--- src/rtl/perceptron_train_seq.sv ---
// Training sequencer: replays a host-loaded sample memory into the perceptron
// epoch by epoch, counting mismatches until an error-free epoch or budget end.
module perceptron_train_seq #(
    parameter int NUM_SAMPLES = 8,
    parameter int IN_W        = 7,
    parameter int SETTLE      = 2,
    parameter int EPOCH_W     = 8
) (
    input  logic                           clk,
    input  logic                           reset,
    input  logic                           load_en,
    input  logic [$clog2(NUM_SAMPLES)-1:0] load_addr,
    input  logic [IN_W:0]                  load_data,
    input  logic [7:0]                     threshold_in,
    input  logic [EPOCH_W-1:0]             max_epochs,
    input  logic                           start,
    output logic [IN_W-1:0]                pcp_in,
    output logic                           pcp_exp_res,
    output logic [7:0]                     pcp_threshold,
    input  logic [1:0]                     pcp_result,
    output logic                           busy,
    output logic                           done,
    output logic                           converged,
    output logic [EPOCH_W-1:0]             epoch_cnt,
    output logic [7:0]                     err_cnt
);
    localparam int AW  = $clog2(NUM_SAMPLES);
    localparam int WCW = $clog2(SETTLE + 1);
    localparam logic [AW-1:0]  LAST_IDX  = AW'(NUM_SAMPLES - 1);
    localparam logic [WCW-1:0] WAIT_LAST = WCW'(SETTLE - 1);

    typedef enum logic [2:0] {
        IDLE, PRESENT, WAIT, CAPTURE, EPOCH_END, FIN
    } state_t;

    state_t               state;
    logic [IN_W:0]        mem [NUM_SAMPLES];
    logic [AW-1:0]        idx;
    logic [WCW-1:0]       wait_cnt;
    logic [EPOCH_W-1:0]   max_lat;
    logic [EPOCH_W-1:0]   epoch_inc;
    logic                 err_flag;
    logic                 unused_pred;

    // The prediction bit is not needed for training bookkeeping.
    assign unused_pred = pcp_result[0];
    assign epoch_inc   = epoch_cnt + 1'b1;

    // Memory has no reset so it can map to RAM and survive a mid-run reset.
    always_ff @(posedge clk) begin
        if (load_en && state == IDLE)
            mem[load_addr] <= load_data;
    end

    always_ff @(posedge clk or posedge reset) begin
        if (reset) begin
            state         <= IDLE;
            idx           <= '0;
            wait_cnt      <= '0;
            max_lat       <= '0;
            err_flag      <= 1'b0;
            pcp_in        <= '0;
            pcp_exp_res   <= 1'b0;
            pcp_threshold <= '0;
            busy          <= 1'b0;
            done          <= 1'b0;
            converged     <= 1'b0;
            epoch_cnt     <= '0;
            err_cnt       <= '0;
        end else begin
            done <= 1'b0;
            case (state)
                IDLE: begin
                    pcp_in      <= '0;
                    pcp_exp_res <= 1'b0;
                    if (start) begin
                        pcp_threshold <= threshold_in;
                        max_lat       <= max_epochs;
                        epoch_cnt     <= '0;
                        err_cnt       <= '0;
                        converged     <= 1'b0;
                        err_flag      <= 1'b0;
                        idx           <= '0;
                        if (max_epochs == '0) begin
                            state <= FIN;
                        end else begin
                            state <= PRESENT;
                            busy  <= 1'b1;
                        end
                    end
                end
                PRESENT: begin
                    {pcp_exp_res, pcp_in} <= mem[idx];
                    wait_cnt              <= '0;
                    state                 <= WAIT;
                end
                WAIT: begin
                    if (wait_cnt == WAIT_LAST)
                        state <= CAPTURE;
                    else
                        wait_cnt <= wait_cnt + 1'b1;
                end
                CAPTURE: begin
                    if (pcp_result[1]) begin
                        err_flag <= 1'b1;
                        if (err_cnt != 8'hFF)
                            err_cnt <= err_cnt + 1'b1;
                    end
                    if (idx == LAST_IDX) begin
                        state <= EPOCH_END;
                    end else begin
                        idx   <= idx + 1'b1;
                        state <= PRESENT;
                    end
                end
                EPOCH_END: begin
                    epoch_cnt <= epoch_inc;
                    if (!err_flag || epoch_inc == max_lat) begin
                        converged   <= !err_flag;
                        state       <= FIN;
                        busy        <= 1'b0;
                        pcp_in      <= '0;
                        pcp_exp_res <= 1'b0;
                    end else begin
                        err_flag <= 1'b0;
                        idx      <= '0;
                        state    <= PRESENT;
                    end
                end
                FIN: begin
                    done  <= 1'b1;
                    state <= IDLE;
                end
                default: state <= IDLE;
            endcase
        end
    end
endmodule

--- config.mk ---
export PLATFORM = sky130hd
export DESIGN_NAME = perceptron_train_seq
export DESIGN_NICKNAME = d
export VERILOG_FILES = /design/src/rtl/perceptron_train_seq.sv
export SDC_FILE = /design/constraint.sdc
export NUM_CORES = 1
export LEC_CHECK = 0
export CELL_PAD_IN_SITES_DETAIL_PLACEMENT = 1
export CELL_PAD_IN_SITES_GLOBAL_PLACEMENT = 1
export CORE_MARGIN = 2
export CORE_UTILIZATION = 44
export DETAILED_ROUTE_END_ITERATION = 8
export GPL_ROUTABILITY_DRIVEN = 0
export PLACE_DENSITY_LB_ADDON = 0.1
export SLEW_MARGIN = 15
export SYNTH_ARGS = -nofsm -noshare
export SYNTH_HDL_FRONTEND = slang
export SYNTH_SLANG_ARGS = --single-unit
--- constraint.sdc ---
create_clock -name clk -period 2.4 [get_ports clk]
set_input_delay 0.48 -clock clk [delete_from_list [all_inputs] [get_ports clk]]
set_output_delay 0.48 -clock clk [all_outputs]
set_load 0.01 [all_outputs]
# Word-level counts from Yosys, hierarchy flattened
# Memory sizes are Yosys's and may differ from the RTL's.
# Cells that the tools add are included.
# totals
register_bits,52
ram_bits,64
input_bits,33
out_inout_bits,35
wordCells,89
mem_count,1
# classes
n_addsub,4
n_eq_ne,18
muxes,33
reduce_logical,20
# memory_table
memory,words,width,read_ports,rd_clocked_by_memory_dff,wr,line,source
mem,8,8,1,0,1,37,logic [IN_W:0] mem [NUM_SAMPLES];
# op_table
operator,n
$pmux 8 s2,2
$mux 3,8
$mux 8,3
$pmux 7 s3,1
$ne 2x2->1 const B,9
$add 8x1->8 const B,2
$reduce_and 4->1,4
$pmux 3 s5,1
$mux 1,10
$reduce_and 2->1,5
$eq 3x3->1 const B,3
$pmux 3 s3,1
$eq 8x8->1,1
$logic_not 8->1,1
$ne 8x8->1 const B,1
$mux 7,1
$eq 3x2->1 const B,2
$pmux 1 s3,2
$reduce_bool 2->1,3
$reduce_bool 3->1,2
$pmux 1 s2,2
$pmux 2 s2,1
$add 3x1->3 const B,1
$eq 3x1->1 const B,1
other kinds (8),8

# Depth between registers and ports, before layout
# depth
word_depth,5
depth_mapped,8
ltp_nobuf,7

# Least setup slack after synthesis
# Ideal clock, no wire load.
# synth_path
path_kind,reg-to-reg
from,reg epoch_cnt[0]
to,reg pcp_exp_res
setup_ns,0.120
arrival_ns,2.057
t_required_ns,2.280
slack_ns,0.223
stages_incl_launch_ff,9
n_path_buf,1
synth_period_minus_slack_ns,2.177
path_cell_list,dfrtp_1 ha_1 clkbuf_1 a21o_1 a211o_1 o221a_2 o211ai_1 nand3_4 a31o_1
# synth_via
elab_chain_cells,5
# synth_lines
element,line,source
"start, declared",24,"output logic [EPOCH_W-1:0] epoch_cnt,"
"start signal, assigned",117,epoch_cnt <= epoch_inc;
$add 8x1->8,47,assign epoch_inc = epoch_cnt + 1'b1;
$eq 8x8->1,118,if (!err_flag || epoch_inc == max_lat) begin
$logic_or 1x1->1,118,
$ne 2x2->1 (no source line),-,
$reduce_and 2->1 (no source line),-,
"end signal, assigned",93,"{pcp_exp_res, pcp_in} <= mem[idx];"
"end, declared",18,"output logic pcp_exp_res,"
# Every way passes these cells.
# A chain may end at the register's enable or synchronous reset.

# Worst setup path after layout
# layout_path
from,reg epoch_cnt[1]
to,reg pcp_in[2]
# layout_via
elab_chain_cells,5
# layout_lines
element,line,source
$add 8x1->8,47,
$eq 8x8->1,118,
$logic_or 1x1->1,118,
$ne 2x2->1 (no source line),-,
$reduce_and 2->1 (no source line),-,
"end signal, assigned",93,
"end, declared",17,"output logic [IN_W-1:0] pcp_in,"
# Every way passes these cells.

==> impl_results.md <==
* P_leak at ~2.5 nW
* DR iter-0 viols at ~170
* Power density cells at between 1000 and 1500 mW/mm^2
* Via count at 3374
* Initial antenna violation count at 0
* Cts bufs inserted at 17
* Count leader, synth: edfxtp_1
* Post-synth top flop: edfxtp_1
* Share of cells above drive strength 1 at approximately 15%
* Period utilisation layout at 90.5%
* CTS HTree Levels at 4
* Fin. Hold Viols at 0
* Adder-Cell Fraction of Synth Area at under 10%
* Placed Cells at a little under 600
* WP buf/inv at 1
* Tightest Pin Transition at approximately 0.86 ns
* Register bit total from synthesis at 116
* Post-route ant nets at 0
* Largest cells by area after synthesis: edfxtp_1, dfrtp_1, mux4_2
* Port Buffers at 66
* Largest net degree at the start of global routing at 53
* Top cell type's share of synthesized area at between 30% and 40%
* XOR/XNOR Fraction of Synth Area at about 3.0%
* Number of global-route vias before repair at 3637
* Max Clock Skew at roughly 0.0072 ns
* Per-cell routed wire length at between 15 and 20 um
* Max Slew Vio Count at 0
* Ys async rst share at about 45%
* Final setup fails at 0
* Clk Latency, worst-skew pair at around 0.4 ns
* Fill cells at ~1100
* VDD IR-drop max at 0.638 mV
* CTS root buf: clkbuf_16
* Worst-path cell with the longest stage delay: dfrtp_1
* CP Data Required Time at between 2 and 3 ns
* YS warnings at 0
* First-pass DRT Iterations at 4
* Compound-Gate Fraction of Synth Area at just under 8%
* Clock power frac at approximately a third
* Syn Std Cell Area at roughly 0.005 mm^2
* # rows at 38
* Sequential Power Share at 38.1%
* Sw Share at between 30 and 40%
* Leading area contributor after synthesis: edfxtp_1
* Syn-to-layout area delta at 29.7%
* Synthesized area per cell at roughly 13 um^2
* CORE AREA at approximately 0.011 mm^2
* # hold bufs at CTS at 0
* Die footprint at around 0.012 mm^2
* Register area share after synthesis at between 60% and 70%
* WHS at between 0.4 and 0.5 ns
* Vias/cell at 5.42
* FMAX at ~460 MHz
* Worst path max stage delay at 0.41 ns
* Hold Crit Class: primary input to async pin
* Type of the worst setup path: flip-flop to flip-flop
* Clock Path Buffers at 2
* Worst-path clk slew at ~0.05 ns
* Maxcap violations at 0
* Status: completed
* Multiplexer share of the synthesized area at under 10%
* Post-DP HPWL at between 8000 and 9000 um
* First-pass GRT wire length at between 15000 and 20000 um
* Die W at 111 um
* Worst r2r src: epoch_cnt[1]
* Fin cells at just over 600
* Grt ovf at 0
* # nets final at approximately 510
* PnR worst setup slack at approximately 0.23 ns
* Int Power at between 4 and 5 mW
* Final wirelength at around 12000 um
* Max-slew headroom at the worst pin at between 40 and 50%
* Io pins at a little under 70
* Die Span Y at approximately 110 um
* Pre-CTS setup slack at slightly above 0.04 ns
* Post-synth EDFFs at between 60 and 70
* DRC errors left at 0
* Simple-gate area share of the yosys netlist at around an eighth
* Synth top cells by count: edfxtp_1, nand2_1, dfrtp_1
* RSZ-0062 raised after global routing: no
* Pwr Total at around 6.9 mW
* Setup TNS at 0 ns
* NetSw at between 2 and 2.5 mW
* Distinct cells, synth at between 40 and 50
* Crit path capture type: flip-flop
* Worst EP arrival at around 2.5 ns
* Syn Inst Count at 383
* Cell family with most CP delay: compound AO/OA/AOI/OAI gates
* PostCTS Resize Cnt at 0
* CTS tree: yes
* Total track usage at a little over a fifth
* CP Launch Type: flip-flop
* # clock sinks at 116
* N_diodes at 0
* Initial Util at between 40% and 50%
* Largest family of logic cells by synthesized area: simple AND/OR/NAND/NOR gates
* R2r setup slk at between 0.2 and 0.25 ns
* Minimum clock period at between 2 and 2.5 ns
* Syn Nets at about 420
* Crit path max fanout at 8
* Power share of the combinational group at a little over a quarter
* Critical Path Source: epoch_cnt[1]
* CP Cell Sequence: ha_1 > a21o_1 > a211o_1 > o221a_2 > o211ai_1 > buf_4 > nand3_4 > a31o_1
==> worst register-to-register path, delay by kind of cell (launching register included) <==
kind,cells,cell delay (ns)
buffers and inverters,1,0.16
adders and majority gates,1,0.30
and+or+nand+nor,1,0.13
AOI/OAI and AO/OA,5,1.07
DFF,1,0.41
==> cell usage in the layout (no fill, tap or decap), types with 3 or more instances in the layout <==
cell type,synthesis,layout
clkdlybuf4s50_1,0,66
edfxtp_1,64,64
nand2_1,61,61
dfrtp_1,52,52
nor2_1,30,30
o21ai_0,19,19
buf_4,1,19
clkbuf_16,0,17
mux4_2,16,16
nand3_1,15,15
inv_1,10,9
xnor2_1,9,9
mux2i_1,9,9
xor2_1,8,8
a31o_1,8,8
nor3_1,6,6
a21oi_1,6,6
and2_1,5,5
ha_1,5,5
clkinvlp_4,0,4
o31ai_1,3,3
nor4_1,3,3
a22o_1,3,3
nand2b_1,3,3
a31oi_1,3,3
clkinv_2,0,3
==> routing by layer <==
metal	GRT usage (%)	routed length, um	vias to the layer above
met5	0	0	-
met4	8.08	213	0
met3	5.80	497	20
met2	32.8	5820	73
met1	28.4	5530	1704
li1	-	-	1577
==> final timing paths <==
check / end / depth (start not counted)
worst max register to register: pcp_in[2] / 8
min in group clk: pcp_threshold[4] / 2
worst max-delay path: pcp_in[2] / 8
max in group asynchronous: epoch_cnt[5] / 3
worst min-delay path: pcp_threshold[1] / 3
worst min register to register: pcp_threshold[4] / 2
==> power groups by stage <==
| stage | logic, mW | clock network, mW | registers [mW] |
|---|---|---|---|
| global placement | 1.82 | 0 | 2.66 |
| detailed placement | 1.89 | 0 | 2.68 |
| finish | 1.88 | 2.41 | 2.64 |
| global route | 2.09 | 2.55 | 2.68 |
| CTS | 1.90 | 2.46 | 2.64 |
| floorplan | 1.20 | 0 | 2.63 |
==> cell families (layout without fill, tap and decap cells) <==
family / Yosys count / count (layout)
muxes: 25 / 25
AOI/OAI and AO/OA: 55 / 55
DFF: 116 / 116
buffers and inverters: 28 / 127
adders and majority gates: 5 / 5
and+or+nand+nor: 137 / 137
xor gates and xnor gates: 17 / 17
==> sequential cells by signal (all words and copies together) (netlist names) <==
signal / count
max_lat: 8
epoch_cnt: 8
converged: 1
wait_cnt: 2
mem: 64
err_cnt: 8
pcp_in: 7
err_flag: 1
idx: 3
busy: 1
state: 3
done: 1
pcp_threshold: 8
pcp_exp_res: 1
==> metrics by stage <==
stage | util, % | area, um^2
after global routing | 59.2 | 6500
after global placement | 54.0 | 5930
after CTS | 59.1 | 6490
after detailed placement | 54.0 | 5930
after floorplan | - | 5010
final | 59.2 | 6500
==> timing repair <==
action	4_1_cts	5_1_grt
endpoints found under the hold margin	0	0
setup endpoints to repair	0	1
buffers inserted	0	1
==> layout make-up <==
class,count,area (um^2),share of cell area [%]
clock buffer,17,425,6.54
clock inverter,14,139,2.14
inverter,10,37.5,0.577
multi-input combinational,239,1680,25.8
sequential,116,3220,49.6
tap,140,175,2.69
timing repair buffer,86,823,12.7
No activity file was read; power rests on OpenSTA's default activity.
